--- src/rtl/serial_adder.sv ---
// serial_adder: multi-cycle adder that handles BITS_PER_CYCLE bits per clock, LSB slice first.
// Each slice goes through a ripple of full-adder cells, and the carry between slices is registered.
// Start/done handshake. The result holds until the next operation completes.
// Optional feature: define SERIAL_ADDER_SUB_EN to add a sub_i port (a - b - cin).
module serial_adder #(
  parameter int unsigned WIDTH          = 8,
  parameter int unsigned BITS_PER_CYCLE = 1
) (
  input  logic             clk_i,
  input  logic             rst_ni,
  input  logic             start_i,
  input  logic [WIDTH-1:0] a_i,
  input  logic [WIDTH-1:0] b_i,
  input  logic             cin_i,
`ifdef SERIAL_ADDER_SUB_EN
  input  logic             sub_i,
`endif
  output logic             busy_o,
  output logic             done_o,
  output logic [WIDTH-1:0] sum_o,
  output logic             cout_o,
  output logic             ovf_o
);

  localparam int unsigned NBeats = WIDTH / BITS_PER_CYCLE;
  localparam int unsigned BeatW  = (NBeats > 1) ? $clog2(NBeats) : 1;
  localparam logic [BeatW-1:0] LastBeat = BeatW'(NBeats - 1);

  localparam logic [1:0] StIdle = 2'd0;
  localparam logic [1:0] StBusy = 2'd1;
  localparam logic [1:0] StDone = 2'd2;

  logic [1:0]          state_q, state_d;
  logic [WIDTH-1:0]    a_q, a_d;
  logic [WIDTH-1:0]    b_q, b_d;     // holds b_eff (already inverted for subtract)
  logic                carry_q, carry_d;
  logic [BeatW-1:0]    beat_q, beat_d;
  logic [WIDTH-1:0]    partial_q, partial_d;
  logic [WIDTH-1:0]    sum_q, sum_d;
  logic                cout_q, cout_d;
  logic                ovf_q, ovf_d;

  logic                      sub_w;
  logic [31:0]               slice_lsb;
  logic [BITS_PER_CYCLE-1:0] a_sl, b_sl, s_sl;
  logic                      c_sl;

`ifdef SERIAL_ADDER_SUB_EN
  assign sub_w = sub_i;
`else
  assign sub_w = 1'b0;
`endif

  assign slice_lsb = 32'(beat_q) * BITS_PER_CYCLE;

  // Ripple one slice of the latched operands through full-adder cells
  always_comb begin
    logic c;
    a_sl = a_q[slice_lsb +: BITS_PER_CYCLE];
    b_sl = b_q[slice_lsb +: BITS_PER_CYCLE];
    s_sl = '0;
    c    = carry_q;
    for (int i = 0; i < int'(BITS_PER_CYCLE); i++) begin
      s_sl[i] = a_sl[i] ^ b_sl[i] ^ c;
      c       = (a_sl[i] & b_sl[i]) | (c & (a_sl[i] ^ b_sl[i]));
    end
    c_sl = c;
  end

  // FSM next state, operand capture, slice accumulation and result load
  always_comb begin
    state_d   = state_q;
    a_d       = a_q;
    b_d       = b_q;
    carry_d   = carry_q;
    beat_d    = beat_q;
    partial_d = partial_q;
    sum_d     = sum_q;
    cout_d    = cout_q;
    ovf_d     = ovf_q;
    case (state_q)
      StIdle, StDone: begin
        if (start_i) begin
          state_d   = StBusy;
          a_d       = a_i;
          b_d       = b_i ^ {WIDTH{sub_w}};
          carry_d   = cin_i ^ sub_w;
          beat_d    = '0;
          partial_d = '0;
        end else begin
          state_d = StIdle;
        end
      end
      StBusy: begin
        partial_d[slice_lsb +: BITS_PER_CYCLE] = s_sl;
        carry_d = c_sl;
        beat_d  = beat_q + BeatW'(1);
        if (beat_q == LastBeat) begin
          state_d = StDone;
          sum_d   = partial_d;
          cout_d  = c_sl;
          ovf_d   = (a_q[WIDTH-1] == b_q[WIDTH-1]) && (partial_d[WIDTH-1] != a_q[WIDTH-1]);
        end
      end
      default: state_d = StIdle;
    endcase
  end

  // State registers; reset aborts any operation in flight
  always_ff @(posedge clk_i or negedge rst_ni) begin
    if (!rst_ni) begin
      state_q   <= StIdle;
      a_q       <= '0;
      b_q       <= '0;
      carry_q   <= 1'b0;
      beat_q    <= '0;
      partial_q <= '0;
      sum_q     <= '0;
      cout_q    <= 1'b0;
      ovf_q     <= 1'b0;
    end else begin
      state_q   <= state_d;
      a_q       <= a_d;
      b_q       <= b_d;
      carry_q   <= carry_d;
      beat_q    <= beat_d;
      partial_q <= partial_d;
      sum_q     <= sum_d;
      cout_q    <= cout_d;
      ovf_q     <= ovf_d;
    end
  end

  assign busy_o = (state_q == StBusy);
  assign done_o = (state_q == StDone);
  assign sum_o  = sum_q;
  assign cout_o = cout_q;
  assign ovf_o  = ovf_q;

endmodule

--- config.mk ---
export PLATFORM = sky130hd
export DESIGN_NAME = serial_adder
export DESIGN_NICKNAME = d
export VERILOG_FILES = /design/src/rtl/serial_adder.sv
export SDC_FILE = /design/constraint.sdc
export NUM_CORES = 1
export LEC_CHECK = 0
export BUFFER_PORTS_ARGS = -buffer_cell sky130_fd_sc_hd__buf_2
export CAP_MARGIN = 10
export CORE_AREA = 3 3 61 63
export CTS_BUF_LIST = sky130_fd_sc_hd__clkbuf_2
export CTS_CLUSTER_DIAMETER = 150
export CTS_CLUSTER_SIZE = 24
export DETAILED_ROUTE_END_ITERATION = 8
export DIE_AREA = 0 0 64 66
export PLACE_DENSITY = 0.87
export SLEW_MARGIN = 20
export SYNTH_ARGS = -nofsm -noshare
export SYNTH_HDL_FRONTEND = slang
export SYNTH_SLANG_ARGS = --single-unit
--- constraint.sdc ---
create_clock -name clk_i -period 5.6 [get_ports clk_i]
set_clock_uncertainty 0.2 [all_clocks]
set_input_delay 0.84 -clock clk_i [delete_from_list [all_inputs] [get_ports clk_i]]
set_output_delay 0.84 -clock clk_i [all_outputs]
set_load 0.03 [all_outputs]
==> results.md <==
- Die area: 4220 um^2
- Most frequent cells after synthesis: dfrtp_1 (40), mux2_2 (17), nand2_1 (12), o21ai_0 (12), inv_1 (9)
- CP top delay family: flip-flops
- Post-DP HPWL: approximately 2700 um
- Critical path buffers and inverters: 0
- Synth Area per Inst: 12.6 um^2
- WP data required: around 5.7 ns
- Final Instance Area: 2210 um^2
- Critical register-to-register path startpoint: beat_q[0]
- Post-Synthesis Cells: 157
- Initial Util: roughly three fifths
- Status: finished, final reports clean
- Drt drc: 0
- Synth top area share: between 50 and 60%
- FP Rows: 21
- Hold slack: approximately 0.3 ns
- Max-slew violations: 0
- Crit-path max FO: 15
- Post-DRT Antenna Nets: 0
- Die X: around 64 um
- Pin count of the biggest net entering global routing: 41
- CTS Root Cell: clkbuf_2
- NumNets Final: between 200 and 250
- Total track usage: between 20% and 30%
- Largest stage delay, worst path: 0.77 ns
- Syn. warnings: 0
- Crit path launch: beat_q[0]
- Leakage: between 1 and 1.5 nW
- Clock Latency Late Sink: approximately 0.40 ns
- Total design power: around 0.0015 W
- Final setup viols: 0
- CTS resizes: 0
- Most frequent cell after synthesis: dfrtp_1
- First drt pass iteration count: 4
- Worst-path cell chain: mux4_2 -> mux2i_1 -> fa_1 -> nor3_1 -> nand2_1 -> o22ai_1
- Post-synth EDFFs: 0
- CP max-delay cell: dfrtp_1
- Sequential-to-total area share from yosys stat: slightly above 50%
- Worst min-delay path startpoint: cout_o
- Postcts setup bufs: 0
- # diodes: 0
- Placed cell areas: approximately 2100 um^2
- Via/cell ratio: between 5 and 6
- Fraction of registers with async set/reset: 100%
- Mapped cell area: between 1500 and 2000 um^2
- Worst-case clock buffer depth: 2
- Final Routed Wirelength: around 3600 um
- Layout cells sized above 1: 37.0%
- #FFs+latches synth: 40
- Core Region: approximately 3300 um^2
- Maximum clock frequency: 322 MHz
- Period minus WS final: about 3.1 ns
- Number of buffers added on ports: 31
- Initial antenna violation count: 0
- Main flop type after synthesis: dfrtp_1
- Clk sinks: 40
- Number of global-route vias before repair: roughly 1.4k
- VDD IR max: 321 uV
- GRT overflow: 0
- Worst Hold Class: reg -> reg
- Worst-path clk slew: between 0.15 and 0.2 ns
- H-tree levels: 2
- Slew margin rel.: between 40% and 50%
- Drt wl/cell: ~15 um
- Hold_buf cts: 0
- Setup Crit Path Kind: reg -> reg
- GPL Wtd Cong: between 0.8 and 0.9
- Cts bufs inserted: 5
- Final Core Density: between 60% and 70%
- Setup TNS: 0 ns
- Leading post-synthesis cells by cell area: dfrtp_1 (51%), mux2_2 (9.7%), mux4_2 (4.6%), mux2i_1 (3.6%), o21ai_0 (3.0%)
- Area Overhead vs Synth: 12.0%
- First-pass GRT wire length: about 6300 um
- Die Ht: 66 um
- Synth cell types: 36
- Critical path launch point type: register
- Power Density: approximately 670 nW/um^2
- WP data arrival: 3.23 ns
- Largest area contributor in the netlist: dfrtp_1
- Hold Violations, Final: 0
- Max_cap viols: 0
- CP endpoint kind: register
- Initial DRC count: 70
- Vias: roughly 1.3k
- I/O pin total: 32
- Syn nets: 182
- Worst slew pin tran: between 0.8 and 0.9 ns
- CTS tree: yes
- Setup repair after global routing missed its margin: no
- Fin crit share: a little under three fifths
## per-stage QoR
step	setup WS [ns]	cells
after global routing	2.21	235
final	2.50	235
after CTS	2.54	235
after detailed placement	2.57	227
after global placement	2.72	227
after floorplan	2.98	157
## sequential cells by signal, indices dropped and copies added, names as in the netlist, 2 cells and up
signal     cells
sum_o          8
beat_q         3
state_q        2
a_q            8
partial_q      8
b_q            8
## worst reg2reg max path: stages (launching register included)
cell     delay [ns]
dfrtp_1        0.77
mux4_2         0.57
mux2i_1        0.20
fa_1           0.49
nor3_1         0.45
nand2_1        0.16
o22ai_1        0.21
## placed cells by master (no fill, tap or decap), types with 5 or more instances in the layout
master	instances
dfrtp_1	40
o21ai_0	12
nand2_1	12
nor2_1	5
clkbuf_2	6
inv_1	9
buf_2	31
mux2_2	17
mux2i_1	7
## power by group
group          internal, W  total (W)  switching (W)  leakage, nW
Combinational     0.000341   0.000787       0.000446        0.508
Sequential        0.000417   0.000524       0.000107        0.501
Clock            0.0000768   0.000167      0.0000905       0.0430
## routing by layer
metal  wire (um)  part of all wire, %  track usage [%]  vias to the layer above
met5           0                    0                0                        -
met1        1460                   40             25.1                      637
met4          64                  1.8             8.63                        0
met3         257                  7.1             5.78                        7
li1            -                    -                -                      622
met2        1840                   51             32.8                       55
## cell type report
type                            instances  area [um^2]
Timing Repair Buffer                   32          163
Fill cell                             245         1080
Tap cell                               46         57.6
Inverter                                9         33.8
Clock buffer                            6         30.0
Clock inverter                          2         35.0
Multi-Input combinational cell        100          888
Sequential cell                        40         1000
## path summary, 6_finish.rpt
kind                       slack (ns)      endpoint  cells after the start
min in group asynchronous        0.32      sum_o[3]                      1
min                              0.30        cout_o                      2
max reg2reg                      2.50  partial_q[2]                      6
max in group asynchronous        4.34  partial_q[0]                      1
min reg2reg                      0.30        cout_o                      2
max                              2.50  partial_q[2]                      6
## cell families (layout without fill, tap and decap cells)
family / Yosys count / after routing / share of synthesized area (%)
flops: 40 / 40 / 50.8
buf+inv: 17 / 49 / 4.19
mux: 31 / 31 / 19.9
simple gates: 34 / 34 / 11.4
compound gates: 30 / 30 / 10.2
fa+ha+maj: 5 / 5 / 3.55
Power figures use the tool's default switching activity.
